File: config.mk
export PLATFORM = sky130hd
export DESIGN_NAME = line_follow_sequencer
export DESIGN_NICKNAME = d
export VERILOG_FILES = /design/src/rtl/sm1118_pkg.sv /design/src/rtl/line_debounce.sv /design/src/rtl/line_follow_sequencer.sv
export SDC_FILE = /design/constraint.sdc
export NUM_CORES = 1
export LEC_CHECK = 0
export ABC_AREA = 1
export CAP_MARGIN = 15
export CORE_ASPECT_RATIO = 0.6
export CORE_MARGIN = 2
export CORE_UTILIZATION = 69
export CTS_CLUSTER_DIAMETER = 30
export DETAILED_ROUTE_END_ITERATION = 12
export DONT_BUFFER_PORTS = 1
export HOLD_SLACK_MARGIN = 0.05
export PLACE_DENSITY = 0.89
export SYNTH_ARGS = -nofsm -noshare
export SYNTH_HDL_FRONTEND = slang
export SYNTH_SLANG_ARGS = --single-unit
File: constraint.sdc
create_clock -name clk -period 6.39 [get_ports clk]
set_input_delay 1.278 -clock clk [delete_from_list [all_inputs] [get_ports clk]]
set_output_delay 1.278 -clock clk [all_outputs]
set_load 0.01 [all_outputs]
File: src/rtl/sm1118_pkg.sv
// Shared codes for the line-follow sequencer: motor direction codes, node commands, FSM states.
// Latency: n/a (constants and a pure decode function only).
// Backpressure: n/a.
package sm1118_pkg;

    // Motor direction codes, numbered as the motor driver decodes them
    localparam logic [2:0] DIR_STOP        = 3'd0;
    localparam logic [2:0] DIR_FWD         = 3'd1;
    localparam logic [2:0] DIR_RIGHT       = 3'd2;
    localparam logic [2:0] DIR_LEFT        = 3'd3;
    localparam logic [2:0] DIR_REVERSE     = 3'd4;
    localparam logic [2:0] DIR_PIVOT_RIGHT = 3'd5;
    localparam logic [2:0] DIR_PIVOT_LEFT  = 3'd6;

    // Node commands from the path planner
    localparam logic [1:0] CMD_STRAIGHT = 2'd0;
    localparam logic [1:0] CMD_LEFT     = 2'd1;
    localparam logic [1:0] CMD_RIGHT    = 2'd2;
    localparam logic [1:0] CMD_HALT     = 2'd3;

    typedef enum logic [2:0] {
        ST_IDLE   = 3'd0,
        ST_FOLLOW = 3'd1,
        ST_CROSS  = 3'd2,
        ST_TURN   = 3'd3,
        ST_DONE   = 3'd4,
        ST_FAULT  = 3'd5
    } state_t;

    // Steering for an on-line pattern {L,C,R}; 000 and 111 are handled by the FSM itself
    function automatic logic [2:0] follow_dir(input logic [2:0] pat);
        logic [2:0] d;
        d = DIR_FWD;
        case (pat)
            3'b110, 3'b100: d = DIR_LEFT;
            3'b011, 3'b001: d = DIR_RIGHT;
            default:        d = DIR_FWD;
        endcase
        return d;
    endfunction

endpackage

File: src/rtl/line_debounce.sv
// Accepts a new value only after DEBOUNCE_CYCLES identical consecutive input samples.
// Latency: stable updates on the edge that sees the DEBOUNCE_CYCLES-th equal sample; changed pulses with it.
// Backpressure: none, free-running every cycle.
module line_debounce #(
    parameter int               WIDTH           = 3,
    parameter int               DEBOUNCE_CYCLES = 3,
    parameter logic [WIDTH-1:0] RESET_VALUE     = '0
) (
    input  logic             clk,
    input  logic             rst_n,
    input  logic [WIDTH-1:0] raw,
    output logic [WIDTH-1:0] stable,
    output logic             changed
);
    localparam int CW = $clog2(DEBOUNCE_CYCLES + 1);

    logic [WIDTH-1:0] last;
    logic [CW-1:0]    run;
    logic [CW-1:0]    run_next;

    // Length of the run of identical samples including the current one, saturating
    always_comb begin
        run_next = CW'(1);
        if (raw == last) begin
            run_next = (run == CW'(DEBOUNCE_CYCLES)) ? run : run + CW'(1);
        end
    end

    // Track the run and commit the value once the run is long enough
    always_ff @(posedge clk) begin
        if (!rst_n) begin
            last    <= RESET_VALUE;
            run     <= '0;
            stable  <= RESET_VALUE;
            changed <= 1'b0;
        end else begin
            last    <= raw;
            run     <= run_next;
            changed <= 1'b0;
            if (run_next == CW'(DEBOUNCE_CYCLES) && raw != stable) begin
                stable  <= raw;
                changed <= 1'b1;
            end
        end
    end

endmodule

File: src/rtl/line_follow_sequencer.sv
// Turns debounced line sensors plus one node command into motor direction codes; reports done/fault.
// Latency: raw line change to direction change is DEBOUNCE_CYCLES+2 edges; done is a one-cycle pulse.
// Backpressure: cmd_ready only in IDLE; cmd_valid elsewhere is dropped, never queued.
module line_follow_sequencer
    import sm1118_pkg::*;
#(
    parameter int DEBOUNCE_CYCLES = 3,
    parameter int CROSS_CYCLES    = 31250,
    parameter int TURN_MIN_CYCLES = 156250,
    parameter int TIMEOUT_CYCLES  = 3125000
) (
    input  logic       clk,
    input  logic       rst_n,
    input  logic [2:0] line,
    input  logic       cmd_valid,
    input  logic [1:0] cmd,
    output logic       cmd_ready,
    output logic [2:0] direction,
    output logic       done,
    output logic       fault
);
    localparam int CNT_W = $clog2(TIMEOUT_CYCLES + 1);

    state_t           state;
    logic [2:0]       line_q;
    logic [2:0]       pat;
    logic             unused_pat_changed;  // FSM re-evaluates every cycle, so the change strobe is not needed
    logic [1:0]       cmd_q;
    logic [2:0]       last_corr;
    logic [CNT_W-1:0] cnt;
    logic [CNT_W-1:0] cnt_inc;

    // Register the raw sensors once before debouncing
    always_ff @(posedge clk) begin
        if (!rst_n) line_q <= 3'b010;
        else        line_q <= line;
    end

    line_debounce #(
        .WIDTH           (3),
        .DEBOUNCE_CYCLES (DEBOUNCE_CYCLES),
        .RESET_VALUE     (3'b010)
    ) u_debounce (
        .clk     (clk),
        .rst_n   (rst_n),
        .raw     (line_q),
        .stable  (pat),
        .changed (unused_pat_changed)
    );

    assign cmd_ready = (state == ST_IDLE);

    // Saturating increment so the shared counter can never wrap
    always_comb begin
        cnt_inc = (cnt == {CNT_W{1'b1}}) ? cnt : cnt + CNT_W'(1);
    end

    // Sequencer FSM with registered direction/done/fault; counter cleared on every state entry
    always_ff @(posedge clk) begin
        if (!rst_n) begin
            state     <= ST_IDLE;
            direction <= DIR_STOP;
            done      <= 1'b0;
            fault     <= 1'b0;
            cnt       <= '0;
            cmd_q     <= CMD_STRAIGHT;
            last_corr <= DIR_FWD;
        end else begin
            done <= 1'b0;
            case (state)
                ST_IDLE: begin
                    direction <= DIR_STOP;
                    cnt       <= '0;
                    if (cmd_valid) begin
                        cmd_q <= cmd;
                        if (cmd == CMD_HALT && pat == 3'b111) begin
                            state <= ST_DONE;
                            done  <= 1'b1;
                        end else begin
                            state <= ST_FOLLOW;
                        end
                    end
                end
                ST_FOLLOW: begin
                    if (pat == 3'b111) begin
                        cnt <= '0;
                        if (cmd_q == CMD_HALT) begin
                            state     <= ST_DONE;
                            direction <= DIR_STOP;
                            done      <= 1'b1;
                        end else begin
                            state     <= ST_CROSS;
                            direction <= DIR_FWD;
                        end
                    end else if (pat == 3'b000) begin
                        if (cnt_inc >= CNT_W'(TIMEOUT_CYCLES)) begin
                            state     <= ST_FAULT;
                            direction <= DIR_STOP;
                            fault     <= 1'b1;
                            cnt       <= '0;
                        end else begin
                            direction <= last_corr;
                            cnt       <= cnt_inc;
                        end
                    end else begin
                        direction <= follow_dir(pat);
                        last_corr <= follow_dir(pat);
                        cnt       <= '0;
                    end
                end
                ST_CROSS: begin
                    if (cnt_inc >= CNT_W'(CROSS_CYCLES)) begin
                        cnt <= '0;
                        case (cmd_q)
                            CMD_LEFT: begin
                                state     <= ST_TURN;
                                direction <= DIR_PIVOT_LEFT;
                            end
                            CMD_RIGHT: begin
                                state     <= ST_TURN;
                                direction <= DIR_PIVOT_RIGHT;
                            end
                            default: begin
                                state     <= ST_DONE;
                                direction <= DIR_STOP;
                                done      <= 1'b1;
                            end
                        endcase
                    end else begin
                        direction <= DIR_FWD;
                        cnt       <= cnt_inc;
                    end
                end
                ST_TURN: begin
                    // Timeout is checked first so it wins over a same-edge line reacquire
                    if (cnt_inc >= CNT_W'(TIMEOUT_CYCLES)) begin
                        state     <= ST_FAULT;
                        direction <= DIR_STOP;
                        fault     <= 1'b1;
                        cnt       <= '0;
                    end else if (cnt >= CNT_W'(TURN_MIN_CYCLES) && pat[1] && pat != 3'b111) begin
                        state     <= ST_DONE;
                        direction <= DIR_STOP;
                        done      <= 1'b1;
                        cnt       <= '0;
                    end else begin
                        cnt <= cnt_inc;
                    end
                end
                ST_DONE: begin
                    state     <= ST_IDLE;
                    direction <= DIR_STOP;
                    cnt       <= '0;
                end
                ST_FAULT: begin
                    direction <= DIR_STOP;
                    fault     <= 1'b1;
                end
                default: begin
                    state     <= ST_IDLE;
                    direction <= DIR_STOP;
                    cnt       <= '0;
                end
            endcase
        end
    end

endmodule

== Word level (Yosys, flattened, before mapping) ==
Cells that the tools add are included.

* Register bits after elaboration: 46
* Input port bits: 8
* Word-level logic and storage cells: 103
* Output and inout port bits: 6

* Eq/ne operators: 26
* Add/sub/neg operators: 2
* Order comparisons: 3
* Reductions and logical operators: 14
* Bitwise logic cells: 3
* Muxes and demuxes: 44

{| class="wikitable"
|+ Operators by type and width
! kind !! number
|-
| $mux 22 || 7
|-
| $pmux 22 s4 || 1
|-
| $mux 3 || 16
|-
| $add 22x1->22 const B || 1
|-
| $eq 22x22->1 const B || 1
|-
| $ge 22x15->1 const B || 1
|-
| $ge 22x18->1 const B || 1
|-
| $ge 22x22->1 const B || 1
|-
| $pmux 3 s5 || 1
|-
| $eq 3x3->1 const B || 4
|-
| $mux 1 || 12
|-
| $ne 3x3->1 const B || 4
|-
| $eq 2x2->1 const B || 5
|-
| $eq 3x2->1 const B || 3
|-
| $pmux 3 s3 || 1
|-
| $ne 2x2->1 const B || 4
|-
| $eq 3x1->1 const B || 2
|-
| $logic_not 3->1 || 2
|-
| $pmux 3 s2 || 1
|-
| $reduce_and 3->1 || 2
|-
| $reduce_and 6->1 || 1
|-
| $reduce_or 2->1 || 3
|-
| $logic_and 1x1->1 || 4
|-
| $mux 2 || 2
|-
| 10 further kinds || 12
|}

== Logic depth before layout (Yosys ltp) ==
* Depth after elaboration: 7
* Depth in mapped cells: 22
* Mapped depth without buffers: 21

== Modules after synthesis ==
A second synthesis with hierarchy kept.

* Cell total of the unflattened synthesis: 555
* Area, all modules: 3472.1 µm²

{| class="wikitable"
|+ By module, submodules not included
! module !! cells an instance !! times used !! sequential area each (µm²) !! area each (µm²)
|-
| line_follow_sequencer || 493 || 1 || 740.7 || 3051.7
|-
| line_debounce || 62 || 1 || 180.2 || 420.4
|}

== Worst setup path after synthesis ==
No wires, ideal clock.

* Path kind: reg-to-reg
* Start: register cnt[1]
* End: register cnt[14]
* Required time: 6281 ps
* Path buffers: 2
* Setup time: 109 ps
* Period minus slack after synthesis: 2420 ps
* Setup slack: 3970 ps
* Cell stages (with the launch flop): 21
* Arrival: 2311 ps
* Cells stage by stage: dfxtp_1 -> ha_1 -> nand2_1 -> nor2_1 -> nand2_2 -> nor2_4 -> nand2_2 -> buf_6 -> nand2_2 -> nand3_1 -> nor2_2 -> inv_1 -> nor2_2 -> nand2_2 -> nand4_2 -> nand3_4 -> buf_6 -> nand2_1 -> nand2_1 -> nand2_1 -> inv_1

* Cells in the longest elaborated chain, start to end: 7
* Elaborated cells between the ends (all ways): 15
* Classes of those cells: add/sub: 1; order compare: 3; eq/ne: 1; mux: 8; reduce/logical: 2

{| class="wikitable"
|+ Ends and longest elaborated chain
! item !! RTL line !! RTL
|-
| from (decl) || line_follow_sequencer.sv:30 || <nowiki>logic [CNT_W-1:0] cnt;</nowiki>
|-
| from (signal assigned) || line_follow_sequencer.sv:103 || <nowiki>cnt <= cnt_inc;</nowiki>
|-
| from (signal assigned) || line_follow_sequencer.sv:131 || <nowiki>cnt <= cnt_inc;</nowiki>
|-
| from (signal assigned) || line_follow_sequencer.sv:147 || <nowiki>cnt <= cnt_inc;</nowiki>
|-
| $add 22x1->22 / $eq 22x22->1 (equally long branches) || line_follow_sequencer.sv:55 || <nowiki>cnt_inc = (cnt == {CNT_W{1'b1}}) ? cnt : cnt + CNT_W'(1);</nowiki>
|-
| $mux 22 || line_follow_sequencer.sv:55 ||
|-
| $ge 22x22->1 || line_follow_sequencer.sv:96, line_follow_sequencer.sv:136 ||
|-
| $mux 22 || line_follow_sequencer.sv:96 || <nowiki>if (cnt_inc >= CNT_W'(TIMEOUT_CYCLES)) begin</nowiki>
|-
| $mux 22 || line_follow_sequencer.sv:95 || <nowiki>end else if (pat == 3'b000) begin</nowiki>
|-
| $mux 22 || line_follow_sequencer.sv:85 || <nowiki>if (pat == 3'b111) begin</nowiki>
|-
| $pmux 22 s4 * || line_follow_sequencer.sv:70 || <nowiki>case (state)</nowiki>
|}

Every way passes the cells marked *; elsewhere a longest branch is shown, timed or not.
A chain may end at the register's enable or synchronous reset.

== Final worst setup path ==
* Start: register cnt[1]
* End: register cnt[17]

The elaborated chain is that of the path after synthesis.

==> key figures <==
STA
  • Fmax achieved: 0.315 GHz
  • Min cycle time layout: around 3.2 ns
  • Crit path setup slack, layout: ~3.2 ns
  • Slew at the pin closest to its max-slew limit: between 0.7 and 0.8 ns
  • Post-route setup TNS: 0 ns
  • Relative slew slack: 0.480
  • Pins Over Slew Limit: 0
  • Tcrit/Tclk final: 0.497
  • Setup repair after global routing missed its margin: no
  • Total of endpoints with negative setup slack in the final report: 0
  • Setup Skew: just under 0.008 ns
  • Hold Violations, Final: 0

Critical path
  • Crit path to: cnt[17]
  • Largest stage delay on the critical path: 0.44 ns
  • Critical Path, Cell by Cell: ha_1 -> nand2_1 -> nor2_1 -> nand2_2 -> nor2_4 -> nand2_2 -> nand2_2 -> nand3_1 -> nor2_2 -> inv_1 -> nor2_2 -> nand2_2 -> nand4_2 -> nand3_4 -> nand2_1 -> nand2_1 -> nand2_1 -> inv_1
  • Arrival time of data at the critical path endpoint: 3.37 ns
  • Beginning of the critical path: cnt[1]
  • Number of cells on the worst reg-to-reg path: 18
  • Required time worst endpoint: roughly 6.6 ns
  • Worst R2R Start: cnt[1]
  • FF-to-FF End: cnt[17]
  • Crit-path max FO: 29
  • Register-to-register setup slack: about 3.2 ns
  • Kind of end point of the critical path: flip-flop
  • Worst setup path category: flip-flop to flip-flop
  • Cell type of the slowest stage on the worst timing path: sky130_fd_sc_hd__dfxtp_1
  • CP Launch Type: flip-flop

Clock tree
  • Total CTS buffers: 5
  • Total setup buffers inserted after CTS: 0
  • H-tree depth: 2
  • Post-CTS Hold Fix Bufs: 0
  • Insertion delay of the later-clocked pin in the worst-skew pair: about 0.3 ns
  • Number of clock sinks: 45
  • Library cell used as clock root buffer: sky130_fd_sc_hd__clkbuf_8
  • Clock tree from TritonCTS: done
  • Max Buffers Root-to-Sink: 2
  • Worst-path clk slew: approximately 0.08 ns
  • Post-cts sizing count: 0

Synth
  • Warnings from Yosys: 0
  • Synthesized area per cell: 5.91 sq um
  • Share of synthesized cell area in full adder, half adder and majority cells: 0.0196
  • Mapped Nets: 552
  • Synthesized-area fraction occupied by xor and xnor cells: 0.0330
  • Proportion of synthesized area in mux cells: 0
  • Cell variety after synth: 36
  • Netlist area before placement: between 0.003 and 0.004 sq mm
  • Combinational family with the most area after synthesis: simple AND/OR/NAND/NOR gates
  • Area share of and/or/nand/nor cells after synthesis: 0.450
  • Complex-gate fraction of the synthesized area: 0.102
  • Number of cells produced by synthesis: 539
  • Sequential fraction of the synthesis area: 0.283
  • Count of state elements after synthesis: 45

Power and ir drop
  • Worst vdd ir: between 0.0001 and 0.00015 V
  • Total design power: around 650 uW
  • Power Dens Cells: between 150 and 200 mW/mm^2
  • Leakage power: ~1.5 nW

Cells and area
  • Fraction of layout instances using a drive strength above 1: 0.0637
  • Final non-filler cell total: about 600
  • Count of nets after finishing: between 500 and 600
  • Register Area: about 900 sq um
  • Fill cell instance count of the final layout: around 420
  • Final Util: 0.729
  • Top library cells by usage in the layout, fill and taps aside: sky130_fd_sc_hd__nand2_1, sky130_fd_sc_hd__inv_1, sky130_fd_sc_hd__nor2_1, sky130_fd_sc_hd__dfxtp_1, sky130_fd_sc_hd__nand3_1
  • Multi-input logic area: slightly below 0.002 sq mm
  • Synthesis-to-layout area growth: 3.26%
  • Commonest non-fill, non-tap cell in the layout: sky130_fd_sc_hd__nand2_1
  • Number of antenna repair diodes: 0

Placed design
  • Buffers on Ports: 0
  • # placed instances: 590
  • Final RePlAce weighted congestion: about 1.1
  • Pre-CTS setup slack: between 3 and 4 ns
  • Detailed placement HPWL: ~6.7 mm

Run
  • Number of max-cap violations: 0

Floorplan
  • Starting density of the core: 0.706
  • Die width: 91.7 microns
  • Placeable Area: roughly 0.0045 sq mm
  • Area enclosed by the die boundary: roughly 0.0052 sq mm
  • Site Rows: 19
  • Ports: 14
  • Die outline height: 56.6 microns

GRT
  • GRT Residual Overflow: 0
  • Number of antenna violations at the first check in global routing: 0
  • Aggregate global-route resource usage: 0.339
  • First-pass GRT wire length: ~14 mm
  • Largest net degree at the start of global routing: 30
  • Via count of the first global-routing pass: 2897

Drt
  • Detailed-route vias per instance: between 5 and 6
  • Via total after detailed routing: about 3400
  • Post-detailed-route count of antenna-violating nets: 0
  • Pre-Repair DR Iteration Count: 6
  • Total wirelength of the detailed-routed design: 8.74 mm
  • DRC Markers: 0
  • Drt initial violations: between 300 and 400
  • Final routed wire length divided by cell count: around 15 microns

Hold path
  • Worst hold path type: flip-flop to flip-flop

Run status
  • Status: finished clean
[cell usage after synthesis, drive strengths merged]
cell type / instances / area share
dfxtp: 45 / 0.28
xor2: 8 / 0.022
nand2: 191 / 0.23
nor3: 9 / 0.016
nand3: 42 / 0.073
a21boi: 1 / 0.0024
xnor2: 4 / 0.011
nor2: 67 / 0.088
clkinv: 3 / 0.0035
ha: 5 / 0.020
a221oi: 1 / 0.0027
buf: 9 / 0.022
or2: 2 / 0.0039
o22ai: 1 / 0.0020
clkbuf: 4 / 0.0047
nand4: 14 / 0.029
inv: 70 / 0.082
nor4: 4 / 0.0079
a21oi: 30 / 0.048
nand3b: 1 / 0.0024
o21ai: 24 / 0.039
a31oi: 4 / 0.0079
[power by group]
| part | switching (mW) | leakage [nW] | internal [mW] | total, mW |
|---|---|---|---|---|
| Clock | 0.0992 | 0.0540 | 0.114 | 0.213 |
| Combinational | 0.0887 | 1.09 | 0.0413 | 0.130 |
| Sequential | 0.0142 | 0.365 | 0.296 | 0.310 |
[final cells by class]
cell class                 instances  area share
multi-input combinational        408       0.585
sequential                        45       0.274
tap                               63      0.0240
inverter                          73      0.0833
timing repair buffer               1     0.00228
clock inverter                     2      0.0106
clock buffer                       5      0.0209
[worst min-delay path by stage]
stage | start | to | slack (ns) | cells after the start
after floorplan | last_corr[1] | last_corr[1] | 0.44 | 2
after global placement | last_corr[1] | last_corr[1] | 0.45 | 2
after detailed placement | last_corr[1] | last_corr[1] | 0.48 | 2
after CTS | last_corr[1] | last_corr[1] | 0.49 | 2
after global routing | line_q[2] | u_debounce.last[2] | 0.52 | 2
final | last_corr[1] | last_corr[1] | 0.50 | 2
[per-stage QoR]
step | area (sq um) | hold slack (ns)
global placement | 3190 | 0.454
finish | 3290 | 0.497
detailed placement | 3190 | 0.479
CTS | 3290 | 0.492
global route | 3290 | 0.522
floorplan | 3190 | 0.439
[worst max-delay path: cells and delay by family (launching register included)]
family	cells	cell delay [ns]
fa+ha+maj	1	0.31
buf+inv	2	0.12
flops	1	0.44
simple gates	15	2.20
[cells by family (layout without fill, tap and decap cells)]
group,after synthesis,after routing
AND/OR/NAND/NOR,330,330
buffers and inverters,86,81
AO/OA/AOI/OAI,61,61
flip-flops,45,45
XOR/XNOR,12,12
adder cells (fa/ha/maj),5,5
[state kept, by name, summed over array words and instances (netlist names)]
name	cells
line_q	3
done	1
u_debounce.last	3
cmd_q	2
fault	1
u_debounce.stable	3
state	3
cnt	22
last_corr	2
u_debounce.run	2
direction	3
[routing by layer]
layer | routed length (microns) | GRT usage | up-vias | share of wire
li1 | - | - | 1693 | -
met1 | 4070 | 0.524 | 1508 | 0.47
met2 | 3390 | 0.467 | 229 | 0.39
met3 | 1210 | 0.106 | 13 | 0.14
met4 | 80 | 0.0490 | 0 | 0.0092
met5 | 0 | 0 | - | 0
Note: power is estimated with default switching activity, not from simulation.
